$ cat src/rtl/seq_shifter.sv
`default_nettype none
`timescale 1ns/1ps
// ============================================================================
//  Module   : seq_shifter
//  Brief    : Multi-cycle 16-bit shifter (pass/LSL/LSR/ASR), one bit per clock.
//  Revision : 1.0
// ============================================================================
module seq_shifter (
    input  logic        clk,
    input  logic        reset,
    input  logic        start,
    input  logic [15:0] in,
    input  logic [1:0]  shift,
    input  logic [3:0]  amount,
    output logic [15:0] sout,
    output logic        busy,
    output logic        done,
    output logic        zero
);

    typedef enum logic [1:0] {
        IDLE  = 2'd0,
        SHIFT = 2'd1,
        DONE  = 2'd2
    } state_t;

    localparam logic [1:0] c_OP_PASS = 2'b00;
    localparam logic [1:0] c_OP_LSL  = 2'b01;
    localparam logic [1:0] c_OP_LSR  = 2'b10;
    localparam logic [1:0] c_OP_ASR  = 2'b11;

    state_t      r_state;
    logic [1:0]  r_op;
    logic [3:0]  r_count;
    logic [15:0] w_step;
    logic [3:0]  w_eff;

    always_comb begin
        w_step = sout;
        case (r_op)
            c_OP_LSL: w_step = {sout[14:0], 1'b0};
            c_OP_LSR: w_step = {1'b0, sout[15:1]};
            c_OP_ASR: w_step = {sout[15], sout[15:1]};
            default:  w_step = sout;
        endcase
    end

    // A pass operation completes immediately regardless of the requested amount.
    assign w_eff = (shift == c_OP_PASS) ? 4'd0 : amount;
    assign zero  = (sout == 16'h0000);

    always_ff @(posedge clk or posedge reset) begin
        if (reset) begin
            r_state <= IDLE;
            r_op    <= c_OP_PASS;
            r_count <= 4'd0;
            sout    <= 16'h0000;
            busy    <= 1'b0;
            done    <= 1'b0;
        end else begin
            case (r_state)
                IDLE, DONE: begin
                    if (start) begin
                        sout    <= in;
                        r_op    <= shift;
                        r_count <= w_eff;
                        if (w_eff == 4'd0) begin
                            r_state <= DONE;
                            busy    <= 1'b0;
                            done    <= 1'b1;
                        end else begin
                            r_state <= SHIFT;
                            busy    <= 1'b1;
                            done    <= 1'b0;
                        end
                    end else begin
                        r_state <= IDLE;
                        busy    <= 1'b0;
                        done    <= 1'b0;
                    end
                end
                SHIFT: begin
                    sout <= w_step;
                    if (r_count != 4'd0) begin
                        r_count <= r_count - 4'd1;
                    end
                    // Final step: the count leaves 1 on this edge.
                    if (r_count <= 4'd1) begin
                        r_state <= DONE;
                        busy    <= 1'b0;
                        done    <= 1'b1;
                    end
                end
                default: begin
                    r_state <= IDLE;
                    busy    <= 1'b0;
                    done    <= 1'b0;
                end
            endcase
        end
    end

endmodule
`default_nettype wire

$ cat config.mk
export PLATFORM = sky130hd
export DESIGN_NAME = seq_shifter
export DESIGN_NICKNAME = d
export VERILOG_FILES = /design/src/rtl/seq_shifter.sv
export SDC_FILE = /design/constraint.sdc
export NUM_CORES = 1
export LEC_CHECK = 0
export CAP_MARGIN = 10
export CORE_UTILIZATION = 43
export DETAILED_ROUTE_END_ITERATION = 16
export HOLD_SLACK_MARGIN = 0.08
export PLACE_DENSITY = 0.85
export SLEW_MARGIN = 20
export SYNTH_ARGS = -nofsm -noshare
export SYNTH_HDL_FRONTEND = slang
export SYNTH_SLANG_ARGS = --single-unit
$ cat constraint.sdc
create_clock -name clk -period 1.6 [get_ports clk]
set_clock_uncertainty 0.2 [all_clocks]
set_input_delay 0.48 -clock clk [delete_from_list [all_inputs] [get_ports clk]]
set_output_delay 0.48 -clock clk [all_outputs]
set_load 0.05 [all_outputs]
==> summary.md <==
| Metric | Value |
|---|---|
| DP Cell Count | `285` |
| Max Slew Vio Count | `0` |
| Finished Core Util | `about 95%` |
| Buffers and inverters on the worst path | `1` |
| Min Hold Slack | `around 360 ps` |
| Core Region | `3440 µm²` |
| Crit start category | `flip-flop` |
| EDFF count, synth | `0` |
| Root Driver | `clkbuf_8` |
| Largest delay share family, worst path | `simple AND/OR/NAND/NOR gates` |
| Post-synthesis xor/xnor area fraction | `0%` |
| Proportion of layout cells with a drive suffix above 1 | `61.0%` |
| Critical path's slowest cell | `dfrtp_1` |
| Row count | `21` |
| Final std cells w/o fill | `323` |
| Routed wire per std cell | `26.5 µm` |
| Ports | `44` |
| Top-area cell type share of the netlist area | `between 30% and 40%` |
| GR Overflow Total | `0` |
| Crit path arrival time | `1510 ps` |
| Hold Path Class | `in2async` |
| Initial antenna violation count | `0` |
| Pwr dens | `2760 nW/µm²` |
| CP endpoint kind | `output port` |
| Detail Placement HPWL | `between 3 and 4 mm` |
| CTS tree | `yes` |
| Setup Crit Path Kind | `reg2out` |
| Die X | `62.9 µm` |
| Synth Register Bits | `25` |
| Failing checks | `setup timing` |
| Max_slew headroom | `78.3%` |
| Clock buffer depth | `2` |
| Fin crit share | `137%` |
| Vias | `around 2100` |
| Crit-path max cell delay | `460 ps` |
| Nets@finish | `308` |
| Vias in the first global route | `~2100` |
| IO buf count | `43` |
| Mean Syn Cell Area | `9.72 µm²` |
| Warnings from Yosys | `0` |
| DR pass1 iterations | `5` |
| Total design power | `~9 mW` |
| Largest family of logic cells by synthesized area | `compound AO/OA/AOI/OAI gates` |
| F_max | `457 MHz` |
| Mux cell area share after synthesis | `0.706%` |
| Leading post-synthesis cells by cell area | `dfrtp_1 (39%), a311oi_2 (9.4%), a21o_1 (6.6%)` |
| Crit path max fanout | `2` |
| Post-Synth Adder-Cell Area | `between 3 and 4%` |
| CP Cell Sequence | `nor4_4 > and4_4 > buf_12` |
| Post-synthesis compound-gate area fraction | `31.6%` |
| Clk Latency, worst-skew pair | `between 200 and 300 ps` |
| H-tree Lvls | `1` |
| Vias per cell | `approximately 6.5` |
| Final worst slack | `-588 ps` |
| Distinct cells, synth | `34` |
| Clk slew on worst S/H paths | `~100 ps` |
| Max-cap viol count | `0` |
| CP required | `~920 ps` |
| Starting Density | `46.3%` |
| Clock sink count | `25` |
| DRC viols | `0` |
| Syn Nets | `between 150 and 200` |
| Worst Max-Slew Pin Slew | `around 320 ps` |
| Synth Area in Simple Gates | `17.7%` |
| Die Area | `3950 µm²` |
| Total wire length | `8.55 mm` |
| Die extent in y | `approximately 63 µm` |
| Area grow syn2layout | `105%` |
| RSZ-0062 raised after global routing | `true` |
| Post-synthesis sequential area ratio | `39.2%` |
| Mapped Area | `1590 µm²` |
| DRT iter0 DRCs | `about 190` |
| CTS buffer count | `3` |
| Post-detailed-route count of antenna-violating nets | `0` |
| Top FF cell, synth | `dfrtp_1` |
| Global-route wire length before repair | `11.5 mm` |
| Asr flop ratio synth | `100%` |
| Leakage power figure | `approximately 1.4 nW` |
| GRT Overall Usage | `38.9%` |
| Synth area leader | `dfrtp_1` |
| GPL Wtd Cong | `0.790` |
| Tmin final | `2190 ps` |
| Final Hold Viols | `0` |
| Largest net degree at the start of global routing | `26` |
| Status | `finished, violations left` |
| Maximum VDD drop | `1.93 mV` |
| Final setup vio count | `41` |
| ANT cells | `0` |
| Mapped Cells | `between 150 and 200` |
## timing repair
item	4_1_cts	5_1_grt
hold buffers	0	0
resized for setup	58	43
setup endpoints to repair	40	41
cloned	3	0
hold endpoints to repair	0	0
pin swaps	17	22
setup buffers	21	22
## sequential cells by signal, indices dropped and copies added, names as in the netlist
name and flops:
busy 1, done 1, r_count 4, r_op 2, r_state 1, sout 16
## placed cells by master, fill, tap and decap left out, types with 4 or more instances in the layout
master,instances
clkdlybuf4s50_1,19
ha_4,5
dfrtp_2,16
a311oi_2,14
nor2_1,17
dfrtp_1,9
dlygate4sd2_1,4
o21ai_1,7
buf_6,32
buf_12,21
buf_4,39
a21o_1,14
nand2_1,19
o21ai_0,6
o21ai_2,5
## path summary, 6_finish.rpt
kind,start,endpoint,slack (ps),cells past startpoint
worst max-delay path,sout[2],zero,-590,3
worst min-delay path,reset,sout[3],360,3
worst max register to register,r_op[0],sout[10],-300,7
worst min register to register,r_op[1],r_op[1],430,2
max in group asynchronous,reset,sout[4],660,3
min in group clk,amount[2],r_count[2],420,3
## cells by family (layout without fill, tap and decap cells)
family                   after synthesis  count (layout)
buffers and inverters                 14             127
adder cells (fa/ha/maj)                5               5
multiplexers                           1               1
AO/OA/AOI/OAI                         61              61
flip-flops                            25              25
AND/OR/NAND/NOR                       58              58
## per-layer routing
metal	share of wire, %	wire, µm	GRT usage (%)
met3	9.6	824	9.49
met5	0	0	0
met2	47	4060	70.0
met4	8.5	729	27.9
met1	34	2940	38.4
## Yosys cell counts (all sizes together), types with 3 or more instances
master and n:
nand2b 3, buf 10, dfrtp 25, nor4 4, nand2 21, a311oi 14, nor2 21, ha 5
a21oi 4, o21ai 19, o2bb2ai 3, inv 4, a21o 14
## area by class of cell
cell class	count	area [µm²]
sequential	25	646
inverter	4	15.0
clock inverter	1	7.51
timing repair buffer	119	1380
clock buffer	3	41.3
multi-input combinational	125	1120
fill	90	175
tap	46	57.6
## where the power goes
| part | switching [mW] | internal (mW) |
|---|---|---|
| clock | 0.240 | 0.178 |
| combinational | 3.57 | 3.55 |
| sequential | 0.484 | 0.993 |
## stage by stage
| step | TNS, ps | worst slack (ps) | cell area, µm² |
|---|---|---|---|
| 2_1_floorplan | -1640 | -236 | 1650 |
| 3_3_place_gp | -8010 | -379 | 2570 |
| 3_5_place_dp | -8760 | -440 | 2570 |
| 4_1_cts | -3930 | -475 | 3060 |
| 5_1_grt | -7860 | -654 | 3270 |
| 6_report | -7330 | -588 | 3270 |
## worst min-delay path: stages
cell,delay (ps)
clkdlybuf4s50_1,420
inv_1,110
buf_12,200
Power figures use the tool's default switching activity.
